### src/rtl/uart_rx_buffered.sv
// Parametrised UART receiver: 2-FF synchroniser, glitch-rejecting start check, show-ahead FIFO, error pulses.
// Define UART_RX_MAJORITY_EN to take every sample as a 2-of-3 vote (requires CLK_PER_BIT >= 6).
module uart_rx_buffered #(
    parameter int CLK_PER_BIT = 868,
    parameter int CNT_WIDTH   = 10,
    parameter int DATA_BITS   = 8,
    parameter int PARITY_MODE = 0,
    parameter int FIFO_AW     = 4
) (
    input  logic                 clk,
    input  logic                 reset,
    input  logic                 uart_rx,
    input  logic                 rd_en,
    output logic [DATA_BITS-1:0] rd_data,
    output logic                 rd_valid,
    output logic [FIFO_AW:0]     fifo_count,
    output logic                 frame_err,
    output logic                 parity_err,
    output logic                 overrun
);

    localparam int HALF  = CLK_PER_BIT / 2;
    localparam int DEPTH = 2 ** FIFO_AW;
    localparam int IDX_W = $clog2(DATA_BITS + 1);
    localparam logic [CNT_WIDTH-1:0] BIT_END = CNT_WIDTH'(CLK_PER_BIT - 1);
`ifdef UART_RX_MAJORITY_EN
    localparam logic [CNT_WIDTH-1:0] START_END = CNT_WIDTH'(HALF);
`else
    localparam logic [CNT_WIDTH-1:0] START_END = CNT_WIDTH'(HALF - 1);
`endif

    typedef enum logic [2:0] {
        S_IDLE,
        S_START,
        S_DATA,
        S_PARITY,
        S_STOP
    } state_t;

    state_t               state;
    logic [CNT_WIDTH-1:0] cnt;
    logic [IDX_W-1:0]     bit_idx;
    logic [DATA_BITS-1:0] shift;
    logic                 par_bad;
    logic                 push_req;
    logic                 rx_meta;
    logic                 rx_s;
    logic                 rx_bit;

    // NOTE: sequential state uses non-blocking assignments so every flop samples pre-edge values.
    always_ff @(posedge clk or posedge reset) begin
        if (reset) begin
            rx_meta <= 1'b1;
            rx_s    <= 1'b1;
        end else begin
            rx_meta <= uart_rx;
            rx_s    <= rx_meta;
        end
    end

`ifdef UART_RX_MAJORITY_EN
    // Decision is made one cycle late, voting over the target-1, target and target+1 samples.
    logic [1:0] rx_hist;

    always_ff @(posedge clk or posedge reset) begin
        if (reset) begin
            rx_hist <= 2'b11;
        end else begin
            rx_hist <= {rx_hist[0], rx_s};
        end
    end

    assign rx_bit = (rx_hist[1] & rx_hist[0]) | (rx_hist[1] & rx_s) | (rx_hist[0] & rx_s);
`else
    assign rx_bit = rx_s;
`endif

    always_ff @(posedge clk or posedge reset) begin
        if (reset) begin
            state      <= S_IDLE;
            cnt        <= '0;
            bit_idx    <= '0;
            shift      <= '0;
            par_bad    <= 1'b0;
            push_req   <= 1'b0;
            frame_err  <= 1'b0;
            parity_err <= 1'b0;
        end else begin
            push_req   <= 1'b0;
            frame_err  <= 1'b0;
            parity_err <= 1'b0;
            case (state)
                S_IDLE: begin
                    cnt <= '0;
                    if (!rx_s) state <= S_START;
                end
                S_START: begin
                    if (cnt == START_END) begin
                        cnt     <= '0;
                        bit_idx <= '0;
                        par_bad <= 1'b0;
                        state   <= rx_bit ? S_IDLE : S_DATA;
                    end else begin
                        cnt <= cnt + 1'b1;
                    end
                end
                S_DATA: begin
                    if (cnt == BIT_END) begin
                        cnt   <= '0;
                        shift <= {rx_bit, shift[DATA_BITS-1:1]};
                        if (bit_idx == IDX_W'(DATA_BITS - 1)) begin
                            state <= (PARITY_MODE != 0) ? S_PARITY : S_STOP;
                        end else begin
                            bit_idx <= bit_idx + 1'b1;
                        end
                    end else begin
                        cnt <= cnt + 1'b1;
                    end
                end
                S_PARITY: begin
                    if (cnt == BIT_END) begin
                        cnt     <= '0;
                        par_bad <= ((^shift) ^ rx_bit) != (PARITY_MODE == 2);
                        state   <= S_STOP;
                    end else begin
                        cnt <= cnt + 1'b1;
                    end
                end
                S_STOP: begin
                    if (cnt == BIT_END) begin
                        cnt        <= '0;
                        state      <= S_IDLE;
                        push_req   <= rx_bit && !par_bad;
                        frame_err  <= !rx_bit;
                        parity_err <= par_bad;
                    end else begin
                        cnt <= cnt + 1'b1;
                    end
                end
                default: state <= S_IDLE;
            endcase
        end
    end

    // The shift register stays stable until the next frame's data bits, so it feeds the FIFO directly.
    logic [DATA_BITS-1:0] mem [DEPTH];
    logic [FIFO_AW-1:0]   wr_ptr;
    logic [FIFO_AW-1:0]   rd_ptr;
    logic                 pop;
    logic                 full;
    logic                 push_ok;

    assign rd_valid = (fifo_count != '0);
    assign full     = (fifo_count == (FIFO_AW + 1)'(DEPTH));
    assign pop      = rd_en && rd_valid;
    assign push_ok  = push_req && (!full || pop);
    assign rd_data  = rd_valid ? mem[rd_ptr] : '0;

    always_ff @(posedge clk or posedge reset) begin
        if (reset) begin
            wr_ptr     <= '0;
            rd_ptr     <= '0;
            fifo_count <= '0;
            overrun    <= 1'b0;
        end else begin
            overrun <= push_req && full && !pop;
            if (push_ok) wr_ptr <= wr_ptr + 1'b1;
            if (pop)     rd_ptr <= rd_ptr + 1'b1;
            case ({push_ok, pop})
                2'b10:   fifo_count <= fifo_count + 1'b1;
                2'b01:   fifo_count <= fifo_count - 1'b1;
                default: fifo_count <= fifo_count;
            endcase
        end
    end

    // NOTE: storage is deliberately not reset; rd_data is masked while empty, so stale words never escape.
    always_ff @(posedge clk) begin
        if (push_ok) mem[wr_ptr] <= shift;
    end

endmodule

### config.mk
export PLATFORM = sky130hd
export DESIGN_NAME = uart_rx_buffered
export DESIGN_NICKNAME = d
export VERILOG_FILES = /design/src/rtl/uart_rx_buffered.sv
export SDC_FILE = /design/constraint.sdc
export NUM_CORES = 1
export LEC_CHECK = 0
export CAP_MARGIN = 20
export CORE_MARGIN = 4
export CORE_UTILIZATION = 40
export CTS_BUF_LIST = sky130_fd_sc_hd__clkbuf_4 sky130_fd_sc_hd__clkbuf_8 sky130_fd_sc_hd__clkbuf_16
export DETAILED_ROUTE_END_ITERATION = 16
export PLACE_DENSITY = 0.61
export REMOVE_ABC_BUFFERS = 1
export SETUP_SLACK_MARGIN = 0.4
export SLEW_MARGIN = 5
export SYNTH_ARGS = -nofsm -noshare
export SYNTH_HDL_FRONTEND = slang
export SYNTH_SLANG_ARGS = --single-unit
### constraint.sdc
create_clock -name clk -period 5.35 [get_ports clk]
set_clock_uncertainty 0.05 [all_clocks]
set_input_delay 1.07 -clock clk [delete_from_list [all_inputs] [get_ports clk]]
set_output_delay 1.07 -clock clk [all_outputs]
set_load 0.02 [all_outputs]
[After elaboration in Yosys (flattened, before gate mapping)]
Memories as Yosys holds them, arrays and structs flattened.
Cells that the tools add are included.
Operators by class
  $add $sub $neg: 6
  equality and inequality tests: 17
  mux-type cells: 28
  bitwise logic cells: 1
  reductions and logical operators: 22
Operators by type and width (number)
  $pmux W10 S3: 1
  $mux W10: 2
  $mux W3: 6
  $pmux W3 S5: 1
  $ne A2 B2 Y1 const B: 7
  $add A4 B1 Y4 const B: 3
  $mux W4: 3
  $add A10 B1 Y10 const B: 1
  $eq A10 B10 Y1 const B: 1
  $eq A10 B9 Y1 const B: 1
  $mux W1: 10
  $pmux W5 S2: 1
  $mux W8: 1
  $pmux W4 S2: 1
  $reduce_xor A8 Y1: 1
  $eq A3 B2 Y1 const B: 2
  $reduce_and A6 Y1: 1
  $reduce_bool A2 Y1: 3
  $add A5 B1 Y5 const B: 1
  $eq A5 B5 Y1 const B: 1
  $logic_and A1 B1 Y1: 5
  $reduce_bool A5 Y1: 1
  $sub A5 B1 Y5 const B: 1
  $eq A4 B3 Y1 const B: 1
  other kinds (15): 18
Word-level totals
  flip-flop bits (word level): 45
  memory bits (writable): 128
  input port bits: 4
  output and inout bits: 17
  memories kept: 1
Memory list
  mem: depth 16, width 8, rd ports 1, clocked after memory_dff 0, wr ports 1, line 146  | logic [DATA_BITS-1:0] mem [DEPTH];

[Logic depth before layout (Yosys ltp)]
Gate-level depths: netlist of run 1.
  depth in word-level cells: 6
  depth in mapped cells: 9
  depth with buffers taken out: 8

[Least setup slack after synthesis of run 1]
Ideal clock, no wire load.
  path type: register -> output
  from: register rd_ptr[0]
  to: output port rd_data[0]
  arrival time: 1925 ps
  path slack: 2305 ps
  stages on the path, launching flop included: 6
  buffers on the path: 2
  path through: dfrtp_1 -> buf_2 -> buf_4 -> mux4_2 -> mux4_2 -> and2_1
Between the ends
  word-level cells in the longest chain between the ends: 2
Ends and longest elaborated chain
  start: declaration: line 148  | logic [FIFO_AW-1:0] rd_ptr;
  start signal: assignment: line 168  | if (pop) rd_ptr <= rd_ptr + 1'b1;
  $mem_v2 Z16 W8
  $mux W8: line 157  | assign rd_data = rd_valid ? mem[rd_ptr] : '0;
  end: declaration: line 14  | output logic [DATA_BITS-1:0] rd_data,
No other way between the ends.

[Worst setup path after layout of run 1]
  from: register rd_ptr[0]
  to: output port rd_data[4]
The elaborated chain is that of the path after synthesis.

==> flow_results.org, run 1 <==
** CTS
- Hold repair after CTS inserted 0 buffers.
- Total clock buffers created by CTS :: 17
- Sink count of the clock tree :: 173
- TritonCTS clock tree :: yes
- The number of setup buffers added after CTS is 0.
- Clock-pin slew was measured on the worst setup and hold paths at 0.07 ns.
- Counting along the longest clock path gives a buffer depth of 2.
- CTS root buffer :: clkbuf_16
- In this run the number of H-tree levels came out at 4.
- Later-pin clock latency in the skew report :: 0.43 ns
- Count of instances resized after the clock tree is built :: 0

** Floorplan
- The floorplan has 49 rows.
- IO Count :: 21
- The die is 143.7 um wide.
- The floorplan step defined a die boundary enclosing 20660 um2.
- In this run the standard cell core region covers 18020 um2.
- Die height :: 143.7 um
- Starting density of the core :: 0.4089

** Worst setup path
- Worst setup path category :: reg -> out
- The largest single stage delay on the critical path is 0.83 ns.
- Among all stages on the critical path, the largest delay is contributed by dfrtp_2.
- Among the stages of the critical path, the cell type that occurs most often is mux4_2.
- STA classifies the critical path endpoint as an output pin.
- Walking the worst path, the cells encountered are buf_12 > mux4_2 > mux4_2 > and2_1 > clkdlybuf4s50_1.
- At the worst endpoint, the arrival time is 3.25 ns.
- Among cell families on the critical path, the largest total delay comes from multiplexers.
- Data required time at the worst endpoint :: 4.23 ns
- STA classifies the critical path startpoint as a flop.
- The number of buffers and inverters on the critical path is 2.
- In this run the worst path has a maximum fanout of 20.

** Global routing
- Maximum number of pins on one net before global-route repair :: 46
- The via count of the first global-routing pass is 3937.
- Initial antenna violation count :: 0
- Overflow after GRT :: 0
- Global-route wire length before repair :: 22880 um
- Global Route Usage Sum :: 0.1507

** Timing
- Final cycle utilization of the critical path :: 0.8160
- RSZ-0062 raised after global routing :: no
- Worst path setup slack after routing :: 0.9842 ns
- The final hold violation count was 0.
- Measured against its own limit, the worst slew margin works out to 0.3174.
- Final total negative setup slack :: 0 ns
- The max-slew violation total from the final report is 0.
- Min cycle time layout :: 4.366 ns
- Setup violations remaining at the end of the flow were counted as 0.
- Timing would allow up to 0.2291 GHz.
- For the pin with the worst max-slew slack, the measured transition is 1.019 ns.

** Run
- Across the run, the number of max-cap violations was 0.

** Final layout
- At the end of the flow the core is filled with cells to 0.4658.
- After the last flow step, the layout net total stands at 473.
- The filler cells instantiated in the layout total 1588.
- Diodes inserted :: 0
- In the final layout, the share of cells above drive strength 1 is 0.2225.
- Once layout is done, the placed cells without fillers occupy 8396 um2.
- Relative to the synthesized area, the layout overhead comes to 13.90%.

** Drt
- Number of nets still failing antenna checks after routing :: 0
- Total Routed Length :: 14380 um
- Routed wirelength normalized by instance count :: 20.52 um
- After the first detailed-routing iteration, the DRC count stood at 151.
- For this block, the via count after detailed routing is 3873.
- Via/cell ratio :: 5.525
- Detailed-route DRC error count :: 0
- Number of optimization iterations in the first detailed-route pass :: 4

** Place
- After detailed placement, the total cell area comes to 7800 um2.
- At the end of routability-driven placement, the weighted congestion stood at 0.7893.
- Minimum setup slack after placement :: 1.398 ns
- Buffers on Ports :: 20
- Estimated wirelength of the detail-placed design :: 9464 um

** Yosys
- Counting instances in the post-synthesis netlist gives the leading cell types as edfxtp_1, dfrtp_1, mux4_2.
- Main combinational cell family by area after synthesis :: multiplexers
- A synthesized cell averages 16.91 um2.
- Of the total synthesized cell area, the portion taken by AND, OR, NAND and NOR gates is 0.07113.
- Distinct cells, synth :: 59
- Cell type with the highest aggregate area in the netlist :: edfxtp_1
- Cell types occupying the most area after synthesis :: edfxtp_1, dfrtp_1, mux4_2
- For this run, the number of Yosys warnings is 0.
- Of the total synthesized cell area, the portion taken by XOR and XNOR cells is 0.02444.
- Of the total synthesized cell area, the portion taken by full adders, half adders and majority gates is 0.01698.
- Of all flip-flops after synthesis, the portion carrying an async set or reset was 0.2601.
- Mux share of post-synthesis cell area :: 0.1394
- Synthesis-stage register bit count :: 173
- Among all flip-flop cells after synthesis, the most frequent one is edfxtp_1.
- Compound-Gate Fraction of Synth Area :: 0.05093
- The share of synthesized area in the top cell type comes to 0.5215.
- Summing every instance area after synthesis gives 7371 um2.
- The cell count after synthesis came out at 436.
- In the post-synthesis netlist, the cell with the most instances is edfxtp_1.
- Number of flops mapped to enable cells by yosys :: 128
- Of the synthesized area, sequential elements account for 0.6746.

** Outcome
- Status :: complete, no violations

** Pwr
- Power density of the placed cells :: 312.5 nW/um2
- In this run the static leakage power is 3.241 nW.
- The worst-case IR drop observed on VDD is 0.2429 mV.

** Hold path
- The min-delay analysis places its worst path in the category reg -> reg.
state kept, by name, summed over array words and instances, names as in the netlist, 3 cells and up:
name,count
cnt,10
state,3
mem,128
fifo_count,5
bit_idx,4
rd_ptr,4
shift,8
wr_ptr,4
cell families (layout without fill, tap and decap cells):
kind of cell               after synthesis  count (layout)
DFF                                    173             173
and+or+nand+nor                         95              95
AOI/OAI and AO/OA                       51              51
muxes                                   51              51
buffers and inverters                   37              73
xor gates and xnor gates                19              19
adders and majority gates               10              10
power breakdown:
group	switching [W]	internal [W]	leakage, nW
Combinational	0.00000872	0.00000528	0.879
Clock	0.000561	0.000621	0.278
Sequential	0.000000877	0.00143	2.08
worst paths after layout:
check	startpoint	end	slack [ns]	cells after the start
setup reg to reg	fifo_count[1]	fifo_count[4]	2.54	8
setup / recovery	rd_ptr[0]	rd_data[4]	0.98	5
hold reg to reg	rx_meta	rx_bit	0.31	0
min in group asynchronous	reset	push_req	0.84	2
max in group asynchronous	reset	rx_meta	3.89	3
hold / removal	rx_meta	rx_bit	0.31	0
per-stage QoR:
step / instances / power (W) / hold slack, ns
global route: 701 / 0.002721 / 0.3167
floorplan: 414 / 0.001463 / 0.2952
CTS: 700 / 0.002651 / 0.3146
global placement: 668 / 0.001469 / 0.3007
finish: 701 / 0.002624 / 0.3118
detailed placement: 668 / 0.001469 / 0.2968
cell usage in the layout (no fill, tap or decap), types with 4 or more instances in the layout:
master           count
ha_1                10
nand3_1              7
dfrtp_1             41
inv_1               14
o21ai_0             11
o21a_1               5
nand4_1              4
xor2_1               6
edfxtp_1           128
nor4_1               5
nand2_1             20
xnor2_1             12
clkbuf_16           17
o22ai_1              4
and2_1              12
nor3b_1              4
mux2_2               9
nor2_1              14
mux4_2              40
nor2b_1              4
clkdlybuf4s50_1     20
buf_4                4
inv_8                4
nor3_1               5
inv_6                5
routing by layer:
| layer | wire, um | global-route usage | share of wire |
|---|---|---|---|
| met1 | 6454 | 0.2031 | 0.45 |
| met2 | 7295 | 0.2461 | 0.51 |
| met3 | 513 | 0.04027 | 0.036 |
| met4 | 119 | 0.03717 | 0.0083 |
| met5 | 0 | 0 | 0 |
cell type report:
| cell class | instances | area, um2 | area share |
|---|---|---|---|
| clock inverters | 15 | 150.1 | 0.01788 |
| well taps | 229 | 286.5 | 0.03413 |
| inverters | 15 | 56.30 | 0.006706 |
| clock buffers | 17 | 425.4 | 0.05067 |
| flip-flops and latches | 173 | 4975 | 0.5925 |
| repair buffers | 26 | 270.3 | 0.03219 |
| multi-input cells | 226 | 2232 | 0.2659 |
No activity file was read; power rests on OpenSTA's default activity.
==> run 2: changes to the inputs <==
PLACE_DENSITY = 0.63   (was 0.61)
clock period = 3.8 ns   (was 5.35 ns; I/O delays follow)
==> run 2 against run 1 <==
Compared with the run above: critical path depth grew 1; largest power group unchanged; non-clock buffer count grew 17; worst hold slack lost 0.0057 ns; final cell count grew 2.4%; clock power grew 49%; sequential cell count is the same.
==> flow_results.org, run 2 (synthesized netlist as in run 1, its figures left out) <==
** Global routing
- The pin count of the biggest net entering global routing was 46 (unchanged).
- Global-route met2 utilization :: 0.2587 (+0.01255)
- Number of global-route vias before repair :: 4218 (+7.1%)
- The combined global-route utilization of all metal layers is 0.1578 (+0.007094).
- The first-pass GRT wire length was 24120 um (+5.4%).
- Global routing usage on met3 :: 0.03627 (-0.003993)
- The routing usage on met1 was 0.2139 (+0.01083).
- Initial antenna violation count :: 0 (unchanged)
- After global routing, the most crowded layer is met2.
- The overall overflow remaining after global route is 0 (unchanged).

** Drt
- The first-pass detailed-route iteration total came to 5 (+1).
- The total DRC errors in the routed layout is 0 (unchanged).
- Via/cell ratio :: 5.597 (+1.3%)
- The count of routing violations after the opening detailed-route iteration was 223 (+48%).
- The antenna violation net count after detailed routing is 0 (unchanged).
- The routed via count came to 4019 (+3.8%).
- The final wirelength is 15320 um (+6.5%).
- The average wire length per cell after detail routing is 21.33 um (+4.0%).

** Final layout
- Reg area :: 4974 um2 (about the same)
- Reg with most FFs :: mem
- Max FFs per register :: 128 (unchanged)
- The library cell used most frequently in the layout, excluding fill and tap cells, is edfxtp_1.
- The fill cell instance count of the final layout was 1539 (-3.1%).
- Most used cells in the layout excluding fill and tap cells :: edfxtp_1, dfrtp_1, mux4_2
- Relative to the synthesized area, the layout overhead comes to 16.23%.
- Diodes inserted :: 0 (unchanged)
- The final net count is 490 (+3.6%).
- In the final layout, the registers with the most flip-flops are mem x128, cnt x10, shift x8.
- The fraction of layout instances using a drive strength above 1 came to 0.2618 (+0.03930).
- Area of the multi-input gates :: 2235 um2 (+0.11%)

** Worst setup path
- For this design, the slowest cell found on the critical path is mux4_2.
- Data required time at the worst endpoint :: 2.99 ns (-1.24 ns)
- STA classifies the critical path startpoint as a flop.
- STA classifies the critical path endpoint as an output pin.
- The most numerous cell type found on the critical path is mux4_2.
- The stage delay of the slowest cell on the critical path is 0.53 ns (-0.30 ns).
- Worst EP arrival :: 2.48 ns (-0.77 ns)
- Series of cell instances along the critical path :: buf_4 > buf_12 > mux4_2 > mux4_2 > and2_1 > clkbuf_2
- Number of buffer and inverter instances along the worst setup path :: 3 (+1)
- Worst setup path category :: reg -> out
- Family with the most delay on the worst path :: multiplexers
- Max Fanout on Critical Path :: 9 (-55%)

** CTS
- Later-pin clock latency in the skew report :: 0.43 ns (about the same)
- The H-tree depth came to 4 (unchanged).
- CTS root buffer :: clkbuf_16
- The maximum root-to-sink buffer count came to 2 (unchanged).
- TritonCTS clock tree :: yes
- Reg clk slew, reported paths :: 0.06 ns (about the same)
- Sink count of the clock tree :: 173 (unchanged)
- The CTS buffer count is 17 (unchanged).

** Timing
- Final-layout worst hold slack :: 0.3061 ns (-0.005653 ns)
- The number of setup violations in the final report is 0 (unchanged).
- Worst path setup slack after routing :: 0.5069 ns (-0.4773 ns)
- Final Max Slew Viols :: 0 (unchanged)
- Final number of hold-violating endpoints :: 0 (unchanged)
- Derived from the worst setup path, the maximum achievable clock frequency is 0.3037 GHz.
- RSZ-0062 raised after global routing :: no
- The sum of negative setup slack is 0 ns (unchanged).
- The worst slew margin relative to its limit is 0.2979 (-0.01957).
- The slew at the pin closest to its max-slew limit came to 1.048 ns (+0.02922 ns).
- Min cycle time layout :: 3.293 ns
- Final cycle utilization of the critical path :: 0.8666

** Place
- The placement-stage worst setup slack is 0.5112 ns (-0.8873 ns).
- The number of port buffers came to 20 (unchanged).
- The final RePlAce weighted congestion was 0.7600 (-3.7%).
- Estimated wirelength of the detail-placed design :: 9343 um (-1.3%)

** Outcome
- Status :: complete, no violations

** Run
- The reported max-cap violation count came to 0 (unchanged).

** Pwr
- Power density of the placed cells :: 441.8 nW/um2 (+41%)
- The static leakage came to 3.382 nW (+4.4%).
- The peak ir drop on the vdd network is 0.3480 mV (+43%).

** Floorplan
- Die height :: 143.7 um (unchanged)
- IO Count :: 21 (unchanged)
- The total die area is 20660 um2 (unchanged).
- Num rows :: 49 (unchanged)
- The die width came to 143.7 um (unchanged).
- Starting density of the core :: 0.4089 (unchanged)
- The placeable core area is 18020 um2 (unchanged).

** Hold path
- The min-delay analysis places its worst path in the category reg -> reg.
-- run 2: changes by cell type in the layout (fill, tap and decap cells not counted), moves of 2 or more --
cell / delta
bufinv_16: +2
clkbuf_4: +2
buf_2: +7
clkdlybuf4s50_1: -8
buf_16: +3
buf_4: +13
clkinv_8: -2
-- run 2: cell type report --
class | count | share of cell area
Tap cell | 229 | 0.03345
Clock buffer | 19 | 0.05141
Inverter | 15 | 0.006572
Timing Repair Buffer | 43 | 0.04922
Clock inverter | 13 | 0.01796
Multi-Input combinational cell | 226 | 0.2608
Sequential cell | 173 | 0.5805
-- run 2: timing repair --
| item | 4_1_cts | 5_1_grt |
|---|---|---|
| resized for setup | 29 | 7 |
| gates cloned | 3 | 0 |
| setup buffers | 5 | 0 |
| hold buffers | 0 | 0 |
| endpoints found under the setup margin | 9 | 7 |
-- run 2: per-layer routing --
| metal | routed length, um | share of wire |
|---|---|---|
| met2 | 7580 | 0.49 |
| met5 | 0 | 0 |
| met3 | 844 | 0.055 |
| met1 | 6695 | 0.44 |
| met4 | 194 | 0.013 |
-- run 2: stage by stage --
stage,cell area [um2],util,power (W),std cells
3_3_place_gp,7886,0.4375,0.002068,678
5_1_grt,8567,0.4753,0.003897,718
3_5_place_dp,7886,0.4375,0.002068,678
6_report,8567,0.4753,0.003785,718
2_1_floorplan,7261,-,0.002060,414
4_1_cts,8591,0.4766,0.003814,718
-- run 2: worst paths after layout --
kind	from	endpoint	slack [ns]	depth (start not counted)
min in group asynchronous	reset	bit_idx[1]	0.80	2
worst max register to register	fifo_count[1]	fifo_count[4]	1.00	8
worst min-delay path	rx_meta	rx_bit	0.31	0
worst max-delay path	rd_ptr[0]	rd_data[0]	0.51	6
max in group asynchronous	reset	rd_ptr[0]	2.26	2
worst min register to register	rx_meta	rx_bit	0.31	0
-- run 2: where the power goes --
part	internal, W	switching [W]
Sequential	0.00201	0.00000119
Clock	0.00100	0.000756
Combinational	0.00000533	0.0000116
Total	0.00302	0.000769
